==> src/rtl/mem_arbiter.sv <==
// -----------------------------------------------------------------------------
// mem_arbiter
//   Shares the single memory port between the CPU bus and a DMA requester
//   (boot loader / serial block). One access at a time is sequenced through
//   IDLE -> ACCESS -> ACK -> IDLE, holding the memory strobes for
//   WAIT_STATES+1 cycles. o_cpu_stall freezes the CPU T-state counter while
//   the CPU waits for memory.
//
//   Latency: a request seen in IDLE at cycle 0 is acknowledged at cycle
//   WAIT_STATES+2. Back-to-back accesses take WAIT_STATES+3 cycles each.
//
// Optional feature macro: MEM_ARB_ROUND_ROBIN_EN
//   undefined : fixed priority, the CPU wins every tie (the DMA can starve)
//   defined   : a 1-bit pointer names the requester that wins the next tie.
//               It is set to the non-winner after each grant and reset to CPU.
//
// Ports
//   i_clk        clock, all state updates on the rising edge
//   i_reset      synchronous active-high reset
//   i_cpu_req    CPU request, held until o_cpu_ack
//   i_cpu_we     CPU write enable (1 = write)
//   i_cpu_addr   CPU address
//   i_cpu_wdata  CPU write data
//   o_cpu_rdata  CPU read data, valid with o_cpu_ack, held until the next CPU read
//   o_cpu_ack    one-cycle pulse when the CPU access completes
//   o_cpu_stall  i_cpu_req & ~o_cpu_ack (combinational)
//   i_dma_req    DMA request, held until o_dma_ack
//   i_dma_we     DMA write enable
//   i_dma_addr   DMA address
//   i_dma_wdata  DMA write data
//   o_dma_rdata  DMA read data, valid with o_dma_ack
//   o_dma_ack    one-cycle pulse when the DMA access completes
//   o_mem_en     memory access strobe
//   o_mem_we     memory write strobe
//   o_mem_addr   memory address
//   o_mem_wdata  memory write data
//   i_mem_rdata  memory read data, sampled on the last ACCESS cycle
// -----------------------------------------------------------------------------
module mem_arbiter #(
  parameter int ADDR_W      = 16,
  parameter int DATA_W      = 16,
  parameter int WAIT_STATES = 1
) (
  input  logic              i_clk,
  input  logic              i_reset,
  input  logic              i_cpu_req,
  input  logic              i_cpu_we,
  input  logic [ADDR_W-1:0] i_cpu_addr,
  input  logic [DATA_W-1:0] i_cpu_wdata,
  output logic [DATA_W-1:0] o_cpu_rdata,
  output logic              o_cpu_ack,
  output logic              o_cpu_stall,
  input  logic              i_dma_req,
  input  logic              i_dma_we,
  input  logic [ADDR_W-1:0] i_dma_addr,
  input  logic [DATA_W-1:0] i_dma_wdata,
  output logic [DATA_W-1:0] o_dma_rdata,
  output logic              o_dma_ack,
  output logic              o_mem_en,
  output logic              o_mem_we,
  output logic [ADDR_W-1:0] o_mem_addr,
  output logic [DATA_W-1:0] o_mem_wdata,
  input  logic [DATA_W-1:0] i_mem_rdata
);

  typedef enum logic [1:0] {
    ST_IDLE   = 2'd0,
    ST_ACCESS = 2'd1,
    ST_ACK    = 2'd2
  } state_t;

  // Wait-state count fits in 4 bits (0..15).
  localparam logic [3:0] LP_WAIT = 4'(WAIT_STATES);

  state_t            r_state;
  logic [3:0]        r_wait_cnt;
  logic              r_grant_dma;   // 1: current access belongs to the DMA
  logic              r_mem_en;
  logic              r_mem_we;
  logic [ADDR_W-1:0] r_mem_addr;
  logic [DATA_W-1:0] r_mem_wdata;
  logic [DATA_W-1:0] r_cpu_rdata;
  logic [DATA_W-1:0] r_dma_rdata;
  logic              r_cpu_ack;
  logic              r_dma_ack;
`ifdef MEM_ARB_ROUND_ROBIN_EN
  logic              r_rr_ptr;      // 0: CPU wins the next tie, 1: DMA wins
`endif

  logic              w_any_req;
  logic              w_grant_dma;
  logic              w_sel_we;
  logic [ADDR_W-1:0] w_sel_addr;
  logic [DATA_W-1:0] w_sel_wdata;

  // Arbitration: decide which requester wins if an access starts this cycle.
  always_comb begin
    w_any_req = i_cpu_req | i_dma_req;
`ifdef MEM_ARB_ROUND_ROBIN_EN
    if (i_cpu_req && i_dma_req) begin
      w_grant_dma = r_rr_ptr;
    end else begin
      w_grant_dma = i_dma_req;
    end
`else
    w_grant_dma = i_dma_req & ~i_cpu_req;
`endif
  end

  // Request mux: select the winner's address, write enable and write data.
  always_comb begin
    if (w_grant_dma) begin
      w_sel_we    = i_dma_we;
      w_sel_addr  = i_dma_addr;
      w_sel_wdata = i_dma_wdata;
    end else begin
      w_sel_we    = i_cpu_we;
      w_sel_addr  = i_cpu_addr;
      w_sel_wdata = i_cpu_wdata;
    end
  end

  // Access sequencer: state, wait counter, memory strobes, read capture, acks.
  always_ff @(posedge i_clk) begin
    if (i_reset) begin
      r_state     <= ST_IDLE;
      r_wait_cnt  <= 4'd0;
      r_grant_dma <= 1'b0;
      r_mem_en    <= 1'b0;
      r_mem_we    <= 1'b0;
      r_mem_addr  <= {ADDR_W{1'b0}};
      r_mem_wdata <= {DATA_W{1'b0}};
      r_cpu_rdata <= {DATA_W{1'b0}};
      r_dma_rdata <= {DATA_W{1'b0}};
      r_cpu_ack   <= 1'b0;
      r_dma_ack   <= 1'b0;
`ifdef MEM_ARB_ROUND_ROBIN_EN
      r_rr_ptr    <= 1'b0;
`endif
    end else begin
      case (r_state)
        ST_IDLE: begin
          r_cpu_ack <= 1'b0;
          r_dma_ack <= 1'b0;
          if (w_any_req) begin
            // Latch the winner so later input changes cannot disturb the access.
            r_mem_addr  <= w_sel_addr;
            r_mem_wdata <= w_sel_wdata;
            r_mem_we    <= w_sel_we;
            r_mem_en    <= 1'b1;
            r_wait_cnt  <= LP_WAIT;
            r_grant_dma <= w_grant_dma;
`ifdef MEM_ARB_ROUND_ROBIN_EN
            r_rr_ptr    <= ~w_grant_dma;
`endif
            r_state     <= ST_ACCESS;
          end else begin
            r_mem_en <= 1'b0;
            r_mem_we <= 1'b0;
            r_state  <= ST_IDLE;
          end
        end

        ST_ACCESS: begin
          if (r_wait_cnt == 4'd0) begin
            // Last access cycle: memory data is valid now.
            r_mem_en <= 1'b0;
            r_mem_we <= 1'b0;
            if (r_grant_dma) begin
              r_dma_ack <= 1'b1;
              if (!r_mem_we) begin
                r_dma_rdata <= i_mem_rdata;
              end
            end else begin
              r_cpu_ack <= 1'b1;
              if (!r_mem_we) begin
                r_cpu_rdata <= i_mem_rdata;
              end
            end
            r_state <= ST_ACK;
          end else begin
            r_wait_cnt <= r_wait_cnt - 4'd1;
            r_state    <= ST_ACCESS;
          end
        end

        ST_ACK: begin
          r_cpu_ack <= 1'b0;
          r_dma_ack <= 1'b0;
          r_mem_en  <= 1'b0;
          r_mem_we  <= 1'b0;
          r_state   <= ST_IDLE;
        end

        default: begin
          r_cpu_ack <= 1'b0;
          r_dma_ack <= 1'b0;
          r_mem_en  <= 1'b0;
          r_mem_we  <= 1'b0;
          r_state   <= ST_IDLE;
        end
      endcase
    end
  end

  assign o_cpu_rdata = r_cpu_rdata;
  assign o_cpu_ack   = r_cpu_ack;
  assign o_dma_rdata = r_dma_rdata;
  assign o_dma_ack   = r_dma_ack;
  assign o_mem_en    = r_mem_en;
  assign o_mem_we    = r_mem_we;
  assign o_mem_addr  = r_mem_addr;
  assign o_mem_wdata = r_mem_wdata;

  // Stall is combinational so the T-state counter releases in the ack cycle.
  assign o_cpu_stall = i_cpu_req & ~r_cpu_ack;

endmodule

==> config.mk <==
export PLATFORM = sky130hd
export DESIGN_NAME = mem_arbiter
export DESIGN_NICKNAME = d
export VERILOG_FILES = /design/src/rtl/mem_arbiter.sv
export SDC_FILE = /design/constraint.sdc
export NUM_CORES = 1
export LEC_CHECK = 0
export ABC_AREA = 1
export CAP_MARGIN = 20
export CORE_MARGIN = 1.5
export CORE_UTILIZATION = 45
export CTS_CLUSTER_DIAMETER = 40
export DETAILED_ROUTE_END_ITERATION = 10
export PLACE_DENSITY = 0.95
export RECOVER_POWER = 50
export SKIP_CTS_REPAIR_TIMING = 1
export SYNTH_ARGS = -nofsm -noshare
export SYNTH_HDL_FRONTEND = slang
export SYNTH_SLANG_ARGS = --single-unit
export TNS_END_PERCENT = 5
==> constraint.sdc <==
create_clock -name i_clk -period 1.9 [get_ports i_clk]
set_input_delay 0.57 -clock i_clk [delete_from_list [all_inputs] [get_ports i_clk]]
set_output_delay 0.57 -clock i_clk [all_outputs]
set_load 0.01 [all_outputs]
==> impl_metrics.csv, run 1 <==
group,metric,value,unit
yosys,netlist_area,3400,µm²
cells_and_area,fin_cells,769,
timing,fin_crit_sh,0.9575,
die,placementRows,31,
global_routing,overflow,0,
power_and_ir_drop,total_power,4.570,mW
min_path,hold_path.class,"reg -> reg",
setup_path,critPathArrivalTime,1250,ps
routing,postRouteWirelength,9517,µm
cts,clk_path_buf_depth,2,
setup_path,critical_path.cell_chain,"clkdlybuf4s50_1",
yosys,yosys_register_bits,75,
cells_and_area,layout_commonest_cell,"sky130_fd_sc_hd__nand2_1",
cells_and_area,filler_cell_count,587,
cells_and_area,final_cell_area,5266,µm²
cts,tritoncts,"done",
cts,cts_htree_levels,3,
timing,timing.final.max_slew_violations,0,
power_and_ir_drop,power_density,867.7,nW/µm²
die,die_h,89.92,µm
die,full_die_area,8085,µm²
power_and_ir_drop,max-vdd-ir-drop,0.0004220,V
cells_and_area,area_growth_syn_to_layout,54.91,%
place,place.port_buffers,154,
cts,clk_latency_worst_skew_pair,340,ps
timing,finClkSkew,5.714,ps
setup_path,cp.buffers_inverters,1,
setup_path,critical_path.top_delay_family,"buffers and inverters",
cells_and_area,multi_input_comb_area,1594,µm²
yosys,ys.warnings.count,0,
routing,drt-wirelength-per-cell,12.38,µm
global_routing,first_global_vias,3742,
yosys,syn_nets,602,
yosys,yosysSeqAreaShare,0.4417,
cells_and_area,finish.utilization,0.7222,
die,boundaryPins,155,
routing,detailroute.via_count,3803,
cts,path_clk_slew,70,ps
timing,layout_setup_ws,80.83,ps
global_routing,grt_first_pass_wirelength,16160,µm
cts,cts.sinks,75,
cells_and_area,layout_common_cells,"210 x sky130_fd_sc_hd__nand2_1, 152 x sky130_fd_sc_hd__clkdlybuf4s50_1, 81 x sky130_fd_sc_hd__nor2_1, 73 x sky130_fd_sc_hd__dfxtp_1, 36 x sky130_fd_sc_hd__a21oi_1",
power_and_ir_drop,power_leakage,2.287,nW
setup_path,slowest_stage,"sky130_fd_sc_hd__clkdlybuf4s50_1",
routing,postRouteAntennaNets,0,
die,die-width,89.92,µm
setup_path,critical_path.max_fanout,5,
timing,finalHoldViolations,0,
setup_path,worstSetupStartpointType,"flop",
yosys,syn_avg_cell_area,6.601,µm²
cts,root_driver,"sky130_fd_sc_hd__clkbuf_8",
place,post-dp-hpwl,7268,µm
place,place.detailed.instances,754,
place,routabilityCongestion,0.8466,
die,design.core.area,7292,µm²
yosys,ys_types,21,
cells_and_area,insertedDiodeCount,0,
setup_path,critPathRequiredTime,1330,ps
global_routing,number_of_antenna_violations_at_the_first_check_in_global_routing,0,
timing,setup_viol,0,
timing,worst_slew_margin_rel,0.6701,
status,status,"finished, final reports clean",
routing,drt-initial-drc-count,147,
cells_and_area,seqCellArea,1504,µm²
routing,detailedRoute.firstPassIterationCount,5,
routing,drc,0,
setup_path,worst_setup_path_category,"reg -> out",
place,placed_area,5062,µm²
flow_run,drv_cap,0,
yosys,synthesis.instances,515,
timing,max_freq,549.7,MHz
place,place_worst_setup_slack,-429.6,ps
cts,cts-buffers-inserted,9,
timing,finalCriticalPeriod,1819,ps
cells_and_area,nets,753,
timing,setup_repair_after_global_routing_missed_its_margin,"false",
routing,drt-vias-per-instance,4.945,
setup_path,critical_path.max_stage_delay,550,ps
cells_and_area,layout-drive-gt1-share,0.05672,
global_routing,grt_start_max_net_pins,33,
global_routing,global_route_usage_over_all_layers,0.2439,
timing,timing_worst_slew_pin_value,494.2,ps
die,initial_core_util,0.4662,
setup_path,critical_path.endpoint_type,"output port",
## path summary, 6_finish.rpt
path	from	to	slack (ps)	cells past startpoint
max	o_mem_we	o_mem_we	80	1
min	o_dma_ack	o_dma_ack	460	2
max reg2reg	r_wait_cnt[0]	o_dma_rdata[14]	240	8
min reg2reg	o_dma_ack	o_dma_ack	460	2
## synthesized netlist by cell type, drive strengths merged
cell    count  area share
or2         1      0.0026
dfxtp      75        0.44
o21ai       2      0.0029
ha          1      0.0037
clkbuf      4      0.0044
inv        33       0.036
nor2       83       0.097
nand3       9       0.013
nand2     210        0.23
a21oi      36       0.053
nand4      34       0.063
a31oi       1      0.0018
buf        26       0.047
## sequential cells by signal, indices dropped and copies added (netlist names), 2 cells and up
signal,count
o_mem_addr,16
r_state,2
o_cpu_rdata,16
r_wait_cnt,4
o_mem_wdata,16
o_dma_rdata,16
## stage by stage
| step | hold WS, ps | setup TNS (ps) |
|---|---|---|
| floorplan | 455.0 | 0 |
| global placement | 443.2 | -506.3 |
| detailed placement | 454.4 | -2802 |
| CTS | 463.7 | -444.2 |
| global route | 487.4 | 0 |
| finish | 457.3 | 0 |
## area by class of cell
class / instances / area share
Timing Repair Buffer: 170 / 0.3243
Multi-Input combinational cell: 377 / 0.3027
Sequential cell: 75 / 0.2856
Clock buffer: 14 / 0.03469
Inverter: 33 / 0.02352
Tap cell: 99 / 0.02352
Clock inverter: 1 / 0.005702
## routing by layer
layer	routed length (µm)	global-route usage	up-vias
met5	0	0	-
met3	875	0.07276	29
met4	302	0.1389	0
met1	3728	0.2594	1668
li1	-	-	1916
met2	4610	0.4288	190
## cells by family after synthesis
group / after synthesis / share of synthesized area
fa+ha+maj: 1 / 0.003680
buf+inv: 63 / 0.08833
flops: 75 / 0.4417
compound gates: 39 / 0.05778
simple gates: 337 / 0.4085
## where the power goes
| group | switching (mW) | internal, mW |
|---|---|---|
| combinational | 0.757 | 0.687 |
| sequential | 0.0961 | 1.75 |
| clock | 0.537 | 0.745 |
| total | 1.39 | 3.18 |
Note: power is estimated with default switching activity, not from simulation.
==> run 2: changes to the inputs <==
- CTS_CLUSTER_DIAMETER: 40 -> 100
- GPL_TIMING_DRIVEN: not set -> 0
==> run 2 against run 1 <==
Net effect: clock power grew 15%; total power grew 4.4%; highest routed layer unchanged; sequential share of layout area is 0.11 points lower; flip-flop and latch count did not move; maximum frequency shrank 1.4%; core utilization is 0.15 points higher; sequential power barely moved; non-clock buffer count increased by 13.
==> impl_metrics.csv, run 2 (synthesized netlist as in run 1, its figures left out) <==
group,metric,value,unit
routing,drt-wirelength-per-cell,12.74,µm
power_and_ir_drop,netSwitchingPower,1.434,mW
setup_path,critPathRequiredTime,1330,ps
setup_path,rrSetupSlack,230,ps
power_and_ir_drop,max-vdd-ir-drop,0.0005541,V
place,place_worst_setup_slack,-567.1,ps
global_routing,first_global_vias,3758,
timing,timing.final.max_slew_violations,0,
setup_path,critical_path.max_fanout,2,
power_and_ir_drop,clock_power_share,0.308,
timing,setup_viol,0,
place,routabilityCongestion,0.8967,
place,post-dp-hpwl,7857,µm
cts,clk_path_buf_depth,2,
setup_path,critical_path.cell_chain,"dlygate4sd3_1",
setup_path,critical_path.endpoint_type,"output port",
routing,postRouteAntennaNets,0,
cts,cts-buffers-inserted,9,
routing,drt-vias-per-instance,4.962,
power_and_ir_drop,power_density,904.3,nW/µm²
cells_and_area,area_growth_syn_to_layout,55.24,%
setup_path,worst_setup_path_category,"reg -> out",
die,design.core.area,7292,µm²
setup_path,slowest_stage,"sky130_fd_sc_hd__dlygate4sd3_1",
die,placementRows,31,
min_path,whs_path_depth,2,
timing,worst_slew_margin_rel,0.6634,
setup_path,critical_path.top_delay_family,"buffers and inverters",
die,full_die_area,8085,µm²
cts,root_driver,"sky130_fd_sc_hd__clkbuf_8",
min_path,hp_start,"o_mem_wdata[9]",
global_routing,grt_first_pass_wirelength,16270,µm
routing,drt-initial-drc-count,130,
power_and_ir_drop,power_frac_seq,0.387,
timing,finalHoldViolations,0,
min_path,worstHoldEndpoint,"o_mem_wdata[9]",
routing,postRouteWirelength,9973,µm
cells_and_area,layout_commonest_cell,"sky130_fd_sc_hd__nand2_1",
die,boundaryPins,155,
power_and_ir_drop,power.internal,3.338,mW
min_path,hold_path.class,"reg -> reg",
timing,max_freq,542.0,MHz
global_routing,number_of_antenna_violations_at_the_first_check_in_global_routing,0,
die,initial_core_util,0.4662,
die,die_h,89.92,µm
setup_path,critPathArrivalTime,1280,ps
timing,setup_repair_after_global_routing_missed_its_margin,"false",
timing,whs,465.9,ps
place,place.port_buffers,153,
setup_path,r2r-end,"o_cpu_rdata[0]",
cells_and_area,layout-drive-gt1-share,0.05702,
setup_path,worstSetupStartpointType,"flop",
cells_and_area,nets,766,
die,die-width,89.92,µm
global_routing,global_route_usage_over_all_layers,0.2472,
cts,path_clk_slew,70,ps
setup_path,cp.buffers_inverters,1,
setup_path,worstReg2RegStart,"r_wait_cnt[0]",
power_and_ir_drop,power.combinational.fraction,0.305,
routing,detailedRoute.firstPassIterationCount,5,
cts,cts.sinks,75,
global_routing,overflow,0,
cells_and_area,insertedDiodeCount,0,
cts,clk_latency_worst_skew_pair,340,ps
timing,layout_setup_ws,54.94,ps
cts,tritoncts,"done",
status,status,"finished, final reports clean",
routing,detailroute.via_count,3885,
cells_and_area,layout_common_cells,"210 x sky130_fd_sc_hd__nand2_1, 149 x sky130_fd_sc_hd__clkdlybuf4s50_1, 81 x sky130_fd_sc_hd__nor2_1, 75 x sky130_fd_sc_hd__dfxtp_1, 36 x sky130_fd_sc_hd__a21oi_1",
flow_run,drv_cap,0,
timing,fin_crit_sh,0.9711,
power_and_ir_drop,power_leakage,2.307,nW
global_routing,grt_start_max_net_pins,13,
setup_path,critical_path.max_stage_delay,610,ps
timing,finClkSkew,7.630,ps
timing,timing_worst_slew_pin_value,503.1,ps
cts,cts_htree_levels,3,
setup_path,number_of_cells_on_the_worst_reg_to_reg_path,7,
routing,drc,0,
power_and_ir_drop,power.share.switching,0.3006,
timing,finalCriticalPeriod,1845,ps
run 2: power groups by stage:
| stage | clock [mW] | combinational, mW | sequential (mW) |
|---|---|---|---|
| 6_report | 1.47 | 1.46 | 1.85 |
| 5_1_grt | 1.56 | 1.60 | 1.86 |
| 4_1_cts | 1.49 | 1.47 | 1.84 |
| 3_5_place_dp | 0 | 1.47 | 1.88 |
| 3_3_place_gp | 0 | 1.42 | 1.87 |
| 2_1_floorplan | 0 | 0.736 | 1.94 |
run 2: metal layers:
metal  share of wire  vias to the layer above  routed length, µm  track usage
met5               0                        -                  0            0
met4           0.023                        0                234       0.1230
met3            0.10                       19                994      0.07360
met2            0.49                      211               4853       0.4497
met1            0.39                     1715               3890       0.2576
li1                -                     1940                  -            -
run 2: layout make-up:
type	instances	area (µm²)
buffer	30	173.9
clock buffer	11	141.4
clock inverter	5	100.1
fill	554	2014
inverter	33	123.9
multi-input combinational	377	1585
sequential	75	1501
tap	99	123.9
timing repair buffer	153	1528
run 2: worst max path at each step:
stage,startpoint,to,cells after the start
floorplan,i_cpu_req,o_cpu_stall,2
global placement,i_cpu_req,o_cpu_stall,4
CTS,i_cpu_req,o_cpu_stall,4
global route,o_cpu_ack,o_cpu_ack,1
detailed placement,i_cpu_req,o_cpu_stall,4
finish,o_cpu_rdata[4],o_cpu_rdata[4],1
run 2: per-stage QoR:
stage	instance area (µm²)	TNS [ps]	total power, mW	std cells	utilization
3_5_place_dp	5055	-5533	3.345	767	0.6932
2_1_floorplan	3400	0	2.674	515	-
4_1_cts	5296	-576.7	4.812	783	0.7263
3_3_place_gp	5055	-4064	3.290	767	0.6932
6_report	5278	0	4.772	783	0.7237
5_1_grt	5278	0	5.023	783	0.7237
==> run 3: changes to the inputs <==
- ABC_AREA: 1 -> 0
- CORE_UTILIZATION: 45 -> 44
==> run 3 against run 2 <==
Net effect: the flow now finishes with violations (setup timing); clock power down 8%; total power down 10%; clock skew about the same; largest power group unchanged; synthesized area down 7.1%; flip-flop and latch count unchanged; first-iteration DRC count up 3.1%; register-to-register slack worse by 320 ps; synthesized cell count down 30%.
==> impl_metrics.csv, run 3 <==
group,metric,value,unit
status,failed_checks,"setup timing",
yosys,netlist.area_leader.share,0.4754,
timing,timing_worst_slew_pin_value,592.3,ps
cts,cts_htree_levels,3,
power_and_ir_drop,clock_power_share,0.315,
setup_path,rrSetupSlack,-90,ps
die,boundaryPins,155,
setup_path,critPathArrivalTime,2260,ps
global_routing,overflow,0,
timing,fin_crit_sh,1.048,
power_and_ir_drop,power_leakage,1.968,nW
yosys,yosys_register_bits,75,
die,die-width,87.72,µm
min_path,hold_path.class,"reg -> reg",
die,design.core.area,6869,µm²
die,initial_core_util,0.4597,
flow_run,drv_cap,0,
routing,drc,0,
yosys,post_synth_main_area_contributors,"sky130_fd_sc_hd__dfxtp_1 48%, sky130_fd_sc_hd__nand2_1 14%, sky130_fd_sc_hd__mux2i_1 10%",
setup_path,worst_setup_path_category,"reg -> reg",
yosys,ys_types,33,
yosys,post_synth_xor_area_fraction,0,
power_and_ir_drop,total_power,4.285,mW
yosys,netlist_area,3158,µm²
die,placementRows,30,
setup_path,timing.critical_path.from,"r_wait_cnt[0]",
setup_path,critical_path.max_fanout,8,
timing,setup_repair_after_global_routing_missed_its_margin,"true",
cells_and_area,finish.utilization,0.7379,
place,post-dp-hpwl,7189,µm
cells_and_area,layout_common_cells,"148 x sky130_fd_sc_hd__clkdlybuf4s50_1, 115 x sky130_fd_sc_hd__nand2_1, 74 x sky130_fd_sc_hd__dfxtp_1, 37 x sky130_fd_sc_hd__a21oi_1, 32 x sky130_fd_sc_hd__a311oi_1",
setup_path,critical_path.max_stage_delay,480,ps
timing,max_freq,502.2,MHz
cells_and_area,layout-drive-gt1-share,0.07678,
yosys,yosysSeqAreaShare,0.4754,
power_and_ir_drop,power.internal,3.097,mW
place,routabilityCongestion,0.8225,
yosys,ys_async_sr_fraction,0,
timing,setup_viol,33,
power_and_ir_drop,power.share.switching,0.2774,
setup_path,stages_on_the_worst_setup_path,7,
setup_path,critPathRequiredTime,2170,ps
yosys,synthesis.instances,363,
cts,cts-buffers-inserted,9,
routing,detailroute.via_count,3346,
routing,drt-vias-per-instance,5.311,
setup_path,critical_path.top_delay_family,"simple AND/OR/NAND/NOR gates",
yosys,top_cell_type_by_total_area_after_synthesis,"sky130_fd_sc_hd__dfxtp_1",
power_and_ir_drop,power.combinational.fraction,0.260,
cells_and_area,nets,616,
yosys,dominant_combinational_cell_family_by_area_after_synthesis,"simple AND/OR/NAND/NOR gates",
power_and_ir_drop,max-vdd-ir-drop,0.0004996,V
yosys,syn_nets,450,
yosys,post_synthesis_share_of_cell_area_spent_on_and_or_nand_and_nor_gates,0.1993,
routing,postRouteWirelength,9521,µm
timing,finalCriticalPeriod,1991,ps
routing,drt-initial-drc-count,134,
cells_and_area,layout_commonest_cell,"sky130_fd_sc_hd__clkdlybuf4s50_1",
place,place_worst_setup_slack,-617.9,ps
timing,finalHoldViolations,0,
cts,clk_path_buf_depth,2,
yosys,yosys_most_used_dff,"sky130_fd_sc_hd__dfxtp_1",
timing,timing.final.max_slew_violations,0,
routing,postRouteAntennaNets,0,
timing,finClkSkew,7.660,ps
timing,whs,460.5,ps
setup_path,worstSetupStartpointType,"flop",
routing,drt-wirelength-per-cell,15.11,µm
routing,detailedRoute.firstPassIterationCount,4,
timing,layout_setup_ws,-91.41,ps
yosys,synthesized_area_fraction_occupied_by_adder_cells,0.003962,
yosys,synth_enable_flop_cells,0,
status,status,"finished, violations left",
global_routing,grt_start_max_net_pins,13,
cts,cts.sinks,75,
cells_and_area,insertedDiodeCount,0,
setup_path,slowest_stage,"sky130_fd_sc_hd__or4_4",
die,die_h,87.72,µm
die,full_die_area,7695,µm²
power_and_ir_drop,power_density,845.5,nW/µm²
setup_path,cp.buffers_inverters,3,
power_and_ir_drop,power_frac_seq,0.425,
yosys,ys.warnings.count,0,
timing,worst_slew_margin_rel,0.6051,
place,place.port_buffers,153,
yosys,post_synth_mux_area_share,0.1014,
setup_path,critical_path.endpoint_type,"flop",
yosys,synth_compound_area_frac,0.1712,
yosys,syn_avg_cell_area,8.700,µm²
timing,fin_setup_tns,-1051,ps
setup_path,critical_path.cell_chain,"inv_2 > ha_4 > or3b_1 > buf_6 > or4_4 > buf_8 > mux2i_2",
setup_path,worstSetupEndpoint,"o_dma_rdata[0]",
cts,root_driver,"sky130_fd_sc_hd__clkbuf_8",
cts,tritoncts,"done",
setup_path,worstReg2RegStart,"r_wait_cnt[0]",
cells_and_area,area_growth_syn_to_layout,60.50,%
yosys,synth_most_common_cell,"sky130_fd_sc_hd__nand2_1",
cts,clk_latency_worst_skew_pair,350,ps
setup_path,r2r-end,"o_dma_rdata[0]",
cts,path_clk_slew,80,ps
global_routing,number_of_antenna_violations_at_the_first_check_in_global_routing,0,
setup_path,number_of_cells_on_the_worst_reg_to_reg_path,7,
global_routing,global_route_usage_over_all_layers,0.2448,
global_routing,first_global_vias,3256,
yosys,synth.cells.most_frequent,"115 x sky130_fd_sc_hd__nand2_1, 75 x sky130_fd_sc_hd__dfxtp_1, 37 x sky130_fd_sc_hd__a21oi_1, 32 x sky130_fd_sc_hd__a311oi_1, 32 x sky130_fd_sc_hd__mux2i_1",
power_and_ir_drop,netSwitchingPower,1.189,mW
global_routing,grt_first_pass_wirelength,14620,µm
==> run 3: cell types whose count changed after synthesis, moves of 15 or more <==
| cell | before | now |
|---|---|---|
| sky130_fd_sc_hd__nand2_1 | 208 | 115 |
| sky130_fd_sc_hd__nor2_1 | 80 | 3 |
| sky130_fd_sc_hd__nand4_1 | 34 | 0 |
| sky130_fd_sc_hd__a311oi_1 | 0 | 32 |
| sky130_fd_sc_hd__mux2i_1 | 0 | 32 |
| sky130_fd_sc_hd__inv_1 | 31 | 3 |
| sky130_fd_sc_hd__clkbuf_1 | 4 | 26 |
| sky130_fd_sc_hd__buf_2 | 15 | 0 |
==> run 3: cell type report <==
type                    instances  area, µm²
fillers                       457       1800
repair buffers                156       1538
multi-input cells             253       1519
flip-flops and latches         75       1503
plain buffers                  30      155.1
clock buffers                  12      145.1
well taps                      96      120.1
clock inverters                 4      73.82
inverters                       4      15.01
==> run 3: how the worst min path moves through the flow <==
stage,from,endpoint,depth (start not counted)
2_1_floorplan,r_wait_cnt[0],r_wait_cnt[0],2
3_3_place_gp,o_cpu_rdata[1],o_cpu_rdata[1],2
3_5_place_dp,o_cpu_rdata[4],o_cpu_rdata[4],2
4_1_cts,o_cpu_rdata[4],o_cpu_rdata[4],2
5_1_grt,o_cpu_rdata[4],o_cpu_rdata[4],2
6_report,o_cpu_rdata[4],o_cpu_rdata[4],2
==> run 3: cells by family (layout without fill, tap and decap cells) <==
| group | after synthesis | count (layout) |
|---|---|---|
| buffers and inverters | 35 | 206 |
| adders and majority gates | 1 | 1 |
| muxes | 32 | 32 |
| AOI/OAI and AO/OA | 79 | 79 |
| DFF | 75 | 75 |
| and+or+nand+nor | 141 | 141 |
==> run 3: power by group through the flow <==
stage          combinational [mW]  clock, mW  sequential (mW)
2_1_floorplan               0.462          0             1.90
3_3_place_gp                 1.07          0             1.84
3_5_place_dp                 1.10          0             1.85
4_1_cts                      1.11       1.37             1.82
5_1_grt                      1.20       1.44             1.84
6_report                     1.11       1.35             1.82
==> run 3: per-stage QoR <==
stage	cell area, µm²	std cells
6_report	5069	630
5_1_grt	5069	630
4_1_cts	5029	628
3_5_place_dp	4810	612
3_3_place_gp	4810	612
2_1_floorplan	3158	363
==> run 3: per-layer routing <==
metal / global-route usage / part of all wire
met4: 0.1126 / 0.019
met5: 0 / 0
met2: 0.4254 / 0.49
met3: 0.09048 / 0.086
met1: 0.2641 / 0.40
==> run 3: worst register-to-register path: stages (launching register included) <==
cell and delay [ps]:
sky130_fd_sc_hd__dfxtp_1 330, sky130_fd_sc_hd__inv_2 80, sky130_fd_sc_hd__ha_4 140, sky130_fd_sc_hd__or3b_1 360, sky130_fd_sc_hd__buf_6 150, sky130_fd_sc_hd__or4_4 480
sky130_fd_sc_hd__buf_8 170, sky130_fd_sc_hd__mux2i_2 200
